### src/rtl/lsu_pkg.sv
// Shared constants and types for the load/store alignment unit.
package lsu_pkg;

    localparam int XLEN = 32;

    localparam logic [2:0] F3_B  = 3'b000;
    localparam logic [2:0] F3_H  = 3'b001;
    localparam logic [2:0] F3_W  = 3'b010;
    localparam logic [2:0] F3_BU = 3'b100;
    localparam logic [2:0] F3_HU = 3'b101;

    localparam logic [1:0] SEL_BYTE = 2'b01;
    localparam logic [1:0] SEL_HALF = 2'b11;
    localparam logic [1:0] SEL_WORD = 2'b00;

    typedef enum logic [1:0] {ST_IDLE, ST_LD2, ST_STB} state_e;
    typedef enum logic [1:0] {SZ_B, SZ_H, SZ_W} size_e;

    // Reserved funct3 encodings fall through to word size.
    function automatic size_e acc_size(input logic [2:0] f3);
        case (f3)
            F3_B, F3_BU: return SZ_B;
            F3_H, F3_HU: return SZ_H;
            default:     return SZ_W;
        endcase
    endfunction

    // True when the memory can serve the access in a single cycle.
    function automatic logic is_direct(input logic we, input size_e sz, input logic [1:0] off);
        case (sz)
            SZ_B:    return 1'b1;
            SZ_H:    return we ? ~off[0] : (off != 2'd3);
            default: return off == 2'd0;
        endcase
    endfunction

    function automatic logic [1:0] store_sel(input size_e sz);
        case (sz)
            SZ_B:    return SEL_BYTE;
            SZ_H:    return SEL_HALF;
            default: return SEL_WORD;
        endcase
    endfunction

endpackage

### src/rtl/lsu_align_load_extend.sv
// Extracts a byte/half/word from a little-endian {next,cur} word pair and extends it.
module load_extend
    import lsu_pkg::*;
(
    input  logic [2*XLEN-1:0] pair_i,
    input  logic [1:0]        off_i,
    input  logic [2:0]        funct3_i,
    output logic [XLEN-1:0]   data_o
);

    logic [2*XLEN-1:0] shifted;
    logic [XLEN-1:0]   win;

    assign shifted = pair_i >> {off_i, 3'b000};
    assign win     = shifted[XLEN-1:0];

    always_comb begin
        data_o = win;
        case (acc_size(funct3_i))
            SZ_B: data_o = funct3_i[2] ? {24'h0, win[7:0]} : {{24{win[7]}}, win[7:0]};
            SZ_H: data_o = funct3_i[2] ? {16'h0, win[15:0]} : {{16{win[15]}}, win[15:0]};
            default: data_o = win;
        endcase
    end

endmodule

### src/rtl/lsu_align.sv
// Load/store alignment unit: splits crossing loads and misaligned stores into
// short sequences. Define LSU_MISALIGN_TRAP_EN to flag such accesses instead.
module lsu_align
    import lsu_pkg::*;
#(
    parameter int AW = 32,
    parameter int DW = 32
) (
    input  logic          clk,
    input  logic          rst_n,
    input  logic          req_valid,
    input  logic          req_we,
    input  logic [2:0]    req_funct3,
    input  logic [AW-1:0] req_addr,
    input  logic [DW-1:0] req_wdata,
    output logic          stall,
    output logic          resp_valid,
    output logic [DW-1:0] resp_rdata,
    output logic          misalign_err,
    output logic [AW-1:0] mem_addr,
    output logic [DW-1:0] mem_wdata,
    output logic          mem_wr,
    output logic [1:0]    mem_store_sel,
    input  logic [DW-1:0] mem_rdata
);

    size_e          sz;
    logic [1:0]     off;
    logic           direct;
    logic [AW-1:0]  waddr;
    logic [2*DW-1:0] ext_pair;
    logic [DW-1:0]  ext_res;

    assign sz     = acc_size(req_funct3);
    assign off    = req_addr[1:0];
    assign direct = is_direct(req_we, sz, off);
    assign waddr  = {req_addr[AW-1:2], 2'b00};

    load_extend u_ext (
        .pair_i   (ext_pair),
        .off_i    (off),
        .funct3_i (req_funct3),
        .data_o   (ext_res)
    );

`ifdef LSU_MISALIGN_TRAP_EN

    always_comb begin
        stall         = 1'b0;
        resp_valid    = 1'b0;
        resp_rdata    = '0;
        misalign_err  = 1'b0;
        mem_addr      = req_addr;
        mem_wdata     = req_wdata;
        mem_wr        = 1'b0;
        mem_store_sel = store_sel(sz);
        ext_pair      = {{DW{1'b0}}, mem_rdata};
        if (rst_n && req_valid) begin
            resp_valid = 1'b1;
            if (!direct) begin
                misalign_err = 1'b1;
            end else if (req_we) begin
                mem_wr = 1'b1;
            end else begin
                mem_addr   = waddr;
                resp_rdata = ext_res;
            end
        end
    end

`else

    state_e         state_q, state_d;
    logic [1:0]     cnt_q, cnt_d;
    logic [DW-1:0]  hold_q, hold_d;
    logic           last_byte;
    logic [DW-1:0]  st_shift;

    assign last_byte    = (cnt_q == ((sz == SZ_H) ? 2'd1 : 2'd3));
    assign st_shift     = req_wdata >> {cnt_q, 3'b000};
    assign misalign_err = 1'b0;

    always_ff @(posedge clk or negedge rst_n) begin
        if (!rst_n) begin
            state_q <= ST_IDLE;
            cnt_q   <= '0;
            hold_q  <= '0;
        end else begin
            state_q <= state_d;
            cnt_q   <= cnt_d;
            hold_q  <= hold_d;
        end
    end

    // req_* are held stable by the stall, so the sequence keys off them directly.
    always_comb begin
        state_d = state_q;
        cnt_d   = cnt_q;
        hold_d  = hold_q;
        case (state_q)
            ST_IDLE: begin
                if (req_valid && !direct) begin
                    if (req_we) begin
                        state_d = ST_STB;
                        cnt_d   = 2'd1;
                    end else begin
                        state_d = ST_LD2;
                        hold_d  = mem_rdata;
                    end
                end
            end
            ST_LD2: state_d = ST_IDLE;
            ST_STB: begin
                if (last_byte) begin
                    state_d = ST_IDLE;
                    cnt_d   = '0;
                end else begin
                    cnt_d = cnt_q + 2'd1;
                end
            end
            default: state_d = ST_IDLE;
        endcase
    end

    always_comb begin
        stall         = 1'b0;
        resp_valid    = 1'b0;
        resp_rdata    = '0;
        mem_addr      = req_addr;
        mem_wdata     = req_wdata;
        mem_wr        = 1'b0;
        mem_store_sel = store_sel(sz);
        ext_pair      = {{DW{1'b0}}, mem_rdata};
        case (state_q)
            ST_IDLE: begin
                if (req_valid) begin
                    if (direct) begin
                        resp_valid = 1'b1;
                        if (req_we) begin
                            mem_wr = 1'b1;
                        end else begin
                            mem_addr   = waddr;
                            resp_rdata = ext_res;
                        end
                    end else if (req_we) begin
                        mem_wdata     = {{(DW-8){1'b0}}, req_wdata[7:0]};
                        mem_store_sel = SEL_BYTE;
                        mem_wr        = 1'b1;
                        stall         = 1'b1;
                    end else begin
                        mem_addr = waddr;
                        stall    = 1'b1;
                    end
                end
            end
            ST_LD2: begin
                mem_addr   = waddr + AW'(4);
                ext_pair   = {mem_rdata, hold_q};
                resp_rdata = ext_res;
                resp_valid = 1'b1;
            end
            ST_STB: begin
                mem_addr      = req_addr + AW'(cnt_q);
                mem_wdata     = {{(DW-8){1'b0}}, st_shift[7:0]};
                mem_store_sel = SEL_BYTE;
                mem_wr        = 1'b1;
                stall         = ~last_byte;
                resp_valid    = last_byte;
            end
            default: ;
        endcase
        // Outputs go quiet the moment reset asserts, even mid-sequence.
        if (!rst_n) begin
            stall      = 1'b0;
            resp_valid = 1'b0;
            mem_wr     = 1'b0;
        end
    end

`endif

endmodule
### config.mk
export PLATFORM = sky130hd
export DESIGN_NAME = lsu_align
export DESIGN_NICKNAME = d
export VERILOG_FILES = /design/src/rtl/lsu_pkg.sv /design/src/rtl/lsu_align_load_extend.sv /design/src/rtl/lsu_align.sv
export SDC_FILE = /design/constraint.sdc
export NUM_CORES = 1
export LEC_CHECK = 0
export BUFFER_PORTS_ARGS = -buffer_cell sky130_fd_sc_hd__buf_2
export CAP_MARGIN = 10
export CORE_MARGIN = 2
export CORE_UTILIZATION = 30
export CTS_CLUSTER_DIAMETER = 60
export DETAILED_ROUTE_END_ITERATION = 8
export GPL_ROUTABILITY_DRIVEN = 0
export PLACE_DENSITY = 0.67
export SETUP_SLACK_MARGIN = 0.5
export SYNTH_ARGS = -nofsm -noshare
export SYNTH_HDL_FRONTEND = slang
export SYNTH_SLANG_ARGS = --single-unit
### constraint.sdc
create_clock -name clk -period 2.63 [get_ports clk]
set_input_delay 0 -clock clk [delete_from_list [all_inputs] [get_ports clk]]
set_output_delay 0 -clock clk [all_outputs]
set_load 0.02 [all_outputs]
* After elaboration in Yosys (flattened, before gate mapping) *
Index checks and enable logic that the tools add are counted.

operators by class
  bitwise logic cells = 3
  add/subtract/negate cells = 3
  shift operators = 2
  reduce and logical (&&, ||, !) cells = 12
  equal/unequal tests = 11
  multiplexer cells = 44

operators by type and width
  cell                                                                   count
  32-bit two-way mux                                                     8
  32-bit case mux with 2 select lines                                    3
  32-bit case mux with 3 select lines                                    1
  64-bit two-way mux                                                     1
  64-bit by 5-bit >> shifter with 32-bit output                          1
  32-bit by 2-bit adder with 32-bit output                               1
  32-bit by 3-bit adder with 32-bit output, second input constant        1
  32-bit by 5-bit >> shifter with 8-bit output                           1
  2-bit two-way mux                                                      12
  2-bit case mux with 2 select lines                                     5
  1-bit two-way mux                                                      10
  2-bit inequality test, second input constant                           4
  3-bit equality test, second input constant                             2
  2-bit zero test                                                        3
  1-bit case mux with 2 select lines                                     3
  3-bit AND reduction                                                    2
  2-bit by 1-bit equality test with 1-bit output, second input constant  2
  2-bit OR reduction                                                     2
  3-bit by 1-bit equality test with 1-bit output, second input constant  1
  3-bit zero test                                                        1
  1-bit inverter                                                         3
  1-bit case mux with 3 select lines                                     1
  2-bit by 1-bit adder with 2-bit output, second input constant          1
  2-bit equality test                                                    1
  other kinds (5)                                                        5

storage, ports and cells
  output and inout port bits = 102
  input port bits = 103
  bits in registers = 36

* Longest topological paths before layout *
  depth in word-level cells = 9
  mapped depth = 9
  gate-level depth less buffers = 7

* By module *
A second synthesis with hierarchy kept.

second synthesis, totals
  cell total of the unflattened synthesis = 511
  area, all modules = 4917.2 um2

by module, submodules not included
  module       cells an instance  instances  sequential area each (um2)  area each (um2)
  lsu_align    410                1          900.9                       3797.4
  load_extend  101                1          0.0                         1119.8

* Worst setup path after synthesis *
No wires, ideal clock.

  kind = register -> output
  start = register cnt_q[0]
  end = output port mem_addr[10]
  cell stages (with the launch flop) = 8
  arrival time = 2080 ps
  setup slack = 550 ps
  path buffers = 0
  cell sequence = dfrtp_1 > ha_1 > fa_1 > and3b_1 > o21ai_0 > nor2_1 > and3_1 > xor2_1

between the ends
  longest elaborated chain between the ends = 2

ends and longest elaborated chain
  what                                      line              RTL
  start: declaration                        lsu_align.sv:74   logic [1:0] cnt_q, cnt_d;
  start signal: assignment                  lsu_align.sv:90   cnt_q <= cnt_d;
  32-bit by 2-bit adder with 32-bit output  lsu_align.sv:163  mem_addr = req_addr + AW'(cnt_q);
  32-bit case mux with 3 select lines       lsu_align.sv:134  case (state_q)
  end: declaration                          lsu_align.sv:20   output logic [AW-1:0] mem_addr,

Every way passes these cells.

* Worst setup path in the final report *
  start = register state_q[1]
  end = output port resp_rdata[19]

between the ends
  longest elaborated chain between the ends = 9
  elaborated cells between the ends (all ways) = 11
  those cells by class = eq/ne (1); shift (1); mux (8); reduce/logical (1)

ends and longest elaborated chain
  what                                            line                                                      RTL
  start: declaration                              lsu_align.sv:73                                           state_e state_q, state_d;
  start signal: assignment                        lsu_align.sv:89                                           state_q <= state_d;
  2-bit by 1-bit equality test with 1-bit output  lsu_align.sv:134
  64-bit two-way mux                              lsu_align.sv:134
  64-bit by 5-bit >> shifter with 32-bit output   lsu_align_load_extend.sv:14                               assign shifted = pair_i >> {off_i, 3'b000};
  32-bit two-way mux (on tied branches)           lsu_align_load_extend.sv:21, lsu_align_load_extend.sv:20
  32-bit case mux with 2 select lines             lsu_align_load_extend.sv:19                               case (acc_size(funct3_i))
  32-bit two-way mux                              lsu_align.sv:139                                          if (req_we) begin
  32-bit two-way mux                              lsu_align.sv:137                                          if (direct) begin
  32-bit two-way mux                              lsu_align.sv:136                                          if (req_valid) begin
  32-bit case mux with 2 select lines *           lsu_align.sv:134
  end: declaration                                lsu_align.sv:18                                           output logic [DW-1:0] resp_rdata,

Mark *: on every way between the ends. The rest lies on a longest branch, timed or not.

==> results.md <==
* Adder-cell area share of the yosys netlist at 1.314%
* Post-synthesis mux area share at 23.10%
* DP HPWL at about 11 mm
* Post-synthesis sequential area ratio at between 20% and 30%
* Antenna viol nets, final at 0
* Pin count of the biggest net entering global routing at 34
* Post-synthesis cell count at between 500 and 600
* Antenna diode count at 0
* Reg2reg setup slack at 0.62 ns
* CP Max Fanout at 10
* Synth top area cells: dfrtp_1 21%, mux2_4 9.9%, mux2i_1 9.8%, nand2_1 4.6%, and2_1 4.0%
* Actual slew at the worst max-slew pin at 0.7482 ns
* Critical Path Start Type: register
* First-pass GRT wire length at ~23 mm
* # setup viols final at 0
* Number of core rows at 44
* HP Class: input pin to register
* Die height at 124.9 um
* Dpl ws at approximately 0.48 ns
* Antenna violations before repair at 1
* CTS tree: built
* Vias per cell at roughly 5.2
* Final-report max-slew violation count at 0
* Die footprint at 15590 um2
* Vias in the first global route at 4436
* Synth Area in Simple Gates at around a quarter
* Leakage Power at roughly 3.1 nW
* Max_cap viols at 0
* Worst Skew at about 0.0070 ns
* Status: finished, final reports clean
* Root Buffer: clkbuf_16
* Critical path endpoint category: output port
* Syn Nets at roughly 620
* Worst EP required at around 2.6 ns
* Dpl cells at between 800 and 900
* DRT Wirelength at 15.39 mm
* WP data arrival at 2.36 ns
* Syn Std Cell Area at ~4400 um2
* Fraction of registers with async set/reset at 100.0%
* FMAX at between 0.4 and 0.5 GHz
* Final min period at between 2 and 2.5 ns
* Most common cell after layout, fill and taps aside: buf_2
* Worst-Skew Late Latency at between 0.2 and 0.3 ns
* CP startpoint: state_q[1]
* Final TNS setup at 0 ns
* Worst R2R Path Depth at 5
* Slew headroom at roughly half
* Initial Util at between 30% and 40%
* Deepest clock path buffer count at 2
* Core Region at about 14000 um2
* Yosys top cell by area: dfrtp_1
* DRC at 0
* Die Width at around 120 um
* R2R Path End: hold_q[0]
* Initial DRC Count at 324
* Synth Area in Compound Gates at approximately 20%
* TritonRoute pass-1 iters at 7
* Peak VDD IR at 0.2993 mV
* Worst path cell trace: nand2b_4 -> mux2i_4 -> a2111oi_4 -> a211oi_4 -> buf_6 -> buf_12 -> nor3_1 -> buf_2
* Worst r2r src: state_q[0]
* I/O pin cnt at 205
* Final-report hold violation count at 0
* Synth Area per Inst at about 8.6 um2
* Commonest cells after routing, fill and taps aside: 164 x buf_2, 62 x buf_4, 48 x nand2_1, 39 x mux2i_1, 33 x dfrtp_1
* Synth top area share at 20.56%
* Min setup slack post-route at roughly 0.27 ns
* Remaining Overflow, GRT at 0
* XOR/XNOR Fraction of Synth Area at under 10%
* Yosys cell types at 58
* CTS Buf Count at 5
* Ys flop type: dfrtp_1
* Crit-path max cell delay at ~0.46 ns
* H-tree depth at 2
* Area delta synth->final at 51.91%
* Fin crit share at 89.84%
* # clock sinks at 36
* WS Path Type: register to output port
* Post-route insts no fill at between 900 and 1000
* Clk slew on worst S/H paths at 0.06 ns
* Worst Setup EP: resp_rdata[19]
* Ratio of cells with drive above 1 in the final layout at 51.15%
* Tot GR Track Use at between 10% and 20%
* Wire length per cell at 16.64 um
* RSZ-0062 raised after global routing: yes
* Synthesis warning total at 0
* Power Dens Cells at ~640 nW/um2
* EDFF count, synth at 0
* Vias at around 4800
* Largest family of logic cells by synthesized area: simple AND/OR/NAND/NOR gates
* IO buf count at approximately 200
* Flip-flop and latch count after synthesis at 36
* CP max-delay cell: dfrtp_2
* Nets at approximately 850
## synth_stat cells (5+ instances only)
cell       n
a211o_1    6
a211oi_1   5
a21oi_1   31
a22o_1     6
a32o_1     6
and2_1    28
and3_1     5
buf_2      7
buf_6      8
clkbuf_1  19
dfrtp_1   36
mux2_2    13
mux2_4    29
mux2i_1   43
nand2_1   54
nand3_1   10
nand4_1    6
nor2_1    28
nor3_1    20
nor3_2    11
o21ai_0   18
o221a_2    7
o22a_1     6
o22ai_1   15
xnor2_1   20
xor2_1    11
## logic make-up (layout without fill, tap and decap cells)
family / after synthesis / after routing
AOI/OAI and AO/OA: 118 / 118
xor gates and xnor gates: 31 / 31
adders and majority gates: 4 / 4
buffers and inverters: 46 / 276
DFF: 36 / 36
muxes: 85 / 85
other: 1 / 1
and+or+nand+nor: 189 / 190
## per-layer routing
metal  vias up  routed length, um  GRT usage, %
li1       2329                  -             -
met1      2286               6611         23.60
met2       183               7548         29.48
met3        31                821         2.663
met4         2                393         5.425
met5         -                 13             0
## flip-flops by register name, indices dropped and copies added, names as in the netlist
signal and count:
cnt_q 2, hold_q 32, state_q 2
## critical path: cells and delay by family (launching register included)
family          cells  cell delay (ns)
buf+inv             3             0.49
mux                 1             0.23
flops               1             0.46
compound gates      2             0.48
simple gates        2             0.40
## where the power goes
| part | switching, W | leakage, nW | total, W | internal [W] |
|---|---|---|---|---|
| Combinational | 0.00139 | 2.63 | 0.00263 | 0.00125 |
| Sequential | 0.000197 | 0.430 | 0.00103 | 0.000830 |
| Clock | 0.000252 | 0.0772 | 0.000631 | 0.000379 |
## worst min-delay path by stage
stage / start / endpoint / slack, ns / cells past startpoint
final: mem_rdata[4] / hold_q[4] / 0.002 / 2
after global routing: mem_rdata[8] / hold_q[8] / 0.005 / 2
after CTS: mem_rdata[0] / hold_q[0] / 0.0006 / 2
after detailed placement: rst_n / hold_q[14] / -0.09 / 1
after global placement: rst_n / hold_q[14] / -0.09 / 1
after floorplan: rst_n / cnt_q[0] / -0.30 / 0
## layout make-up
class / count / area, um2
Inverter: 6 / 26.28
Sequential cell: 36 / 904.6
Timing Repair Buffer: 262 / 1748
Fill cell: 1375 / 7767
Clock inverter: 2 / 13.76
Tap cell: 184 / 230.2
Clock buffer: 6 / 138.9
Multi-Input combinational cell: 429 / 3595
## metrics by stage
stage	hold slack [ns]	utilization [%]	total power, W	area (um2)
after global placement	-0.08973	38.66	0.003310	5577
final	0.001536	46.15	0.004292	6656
after CTS	0.0006442	43.44	0.004128	6266
after floorplan	-0.2956	-	0.002643	4382
after global routing	0.005226	46.15	0.004564	6656
after detailed placement	-0.08671	38.66	0.003331	5577
## timing repair
item	4_1_cts	5_1_grt
hold buffers	15	0
gates cloned	1	3
setup endpoints to repair	91	122
endpoints found under the hold margin	24	0
pin swaps	41	21
gates resized for setup	67	70
setup buffers	14	5
Note: power is estimated with default switching activity, not from simulation.
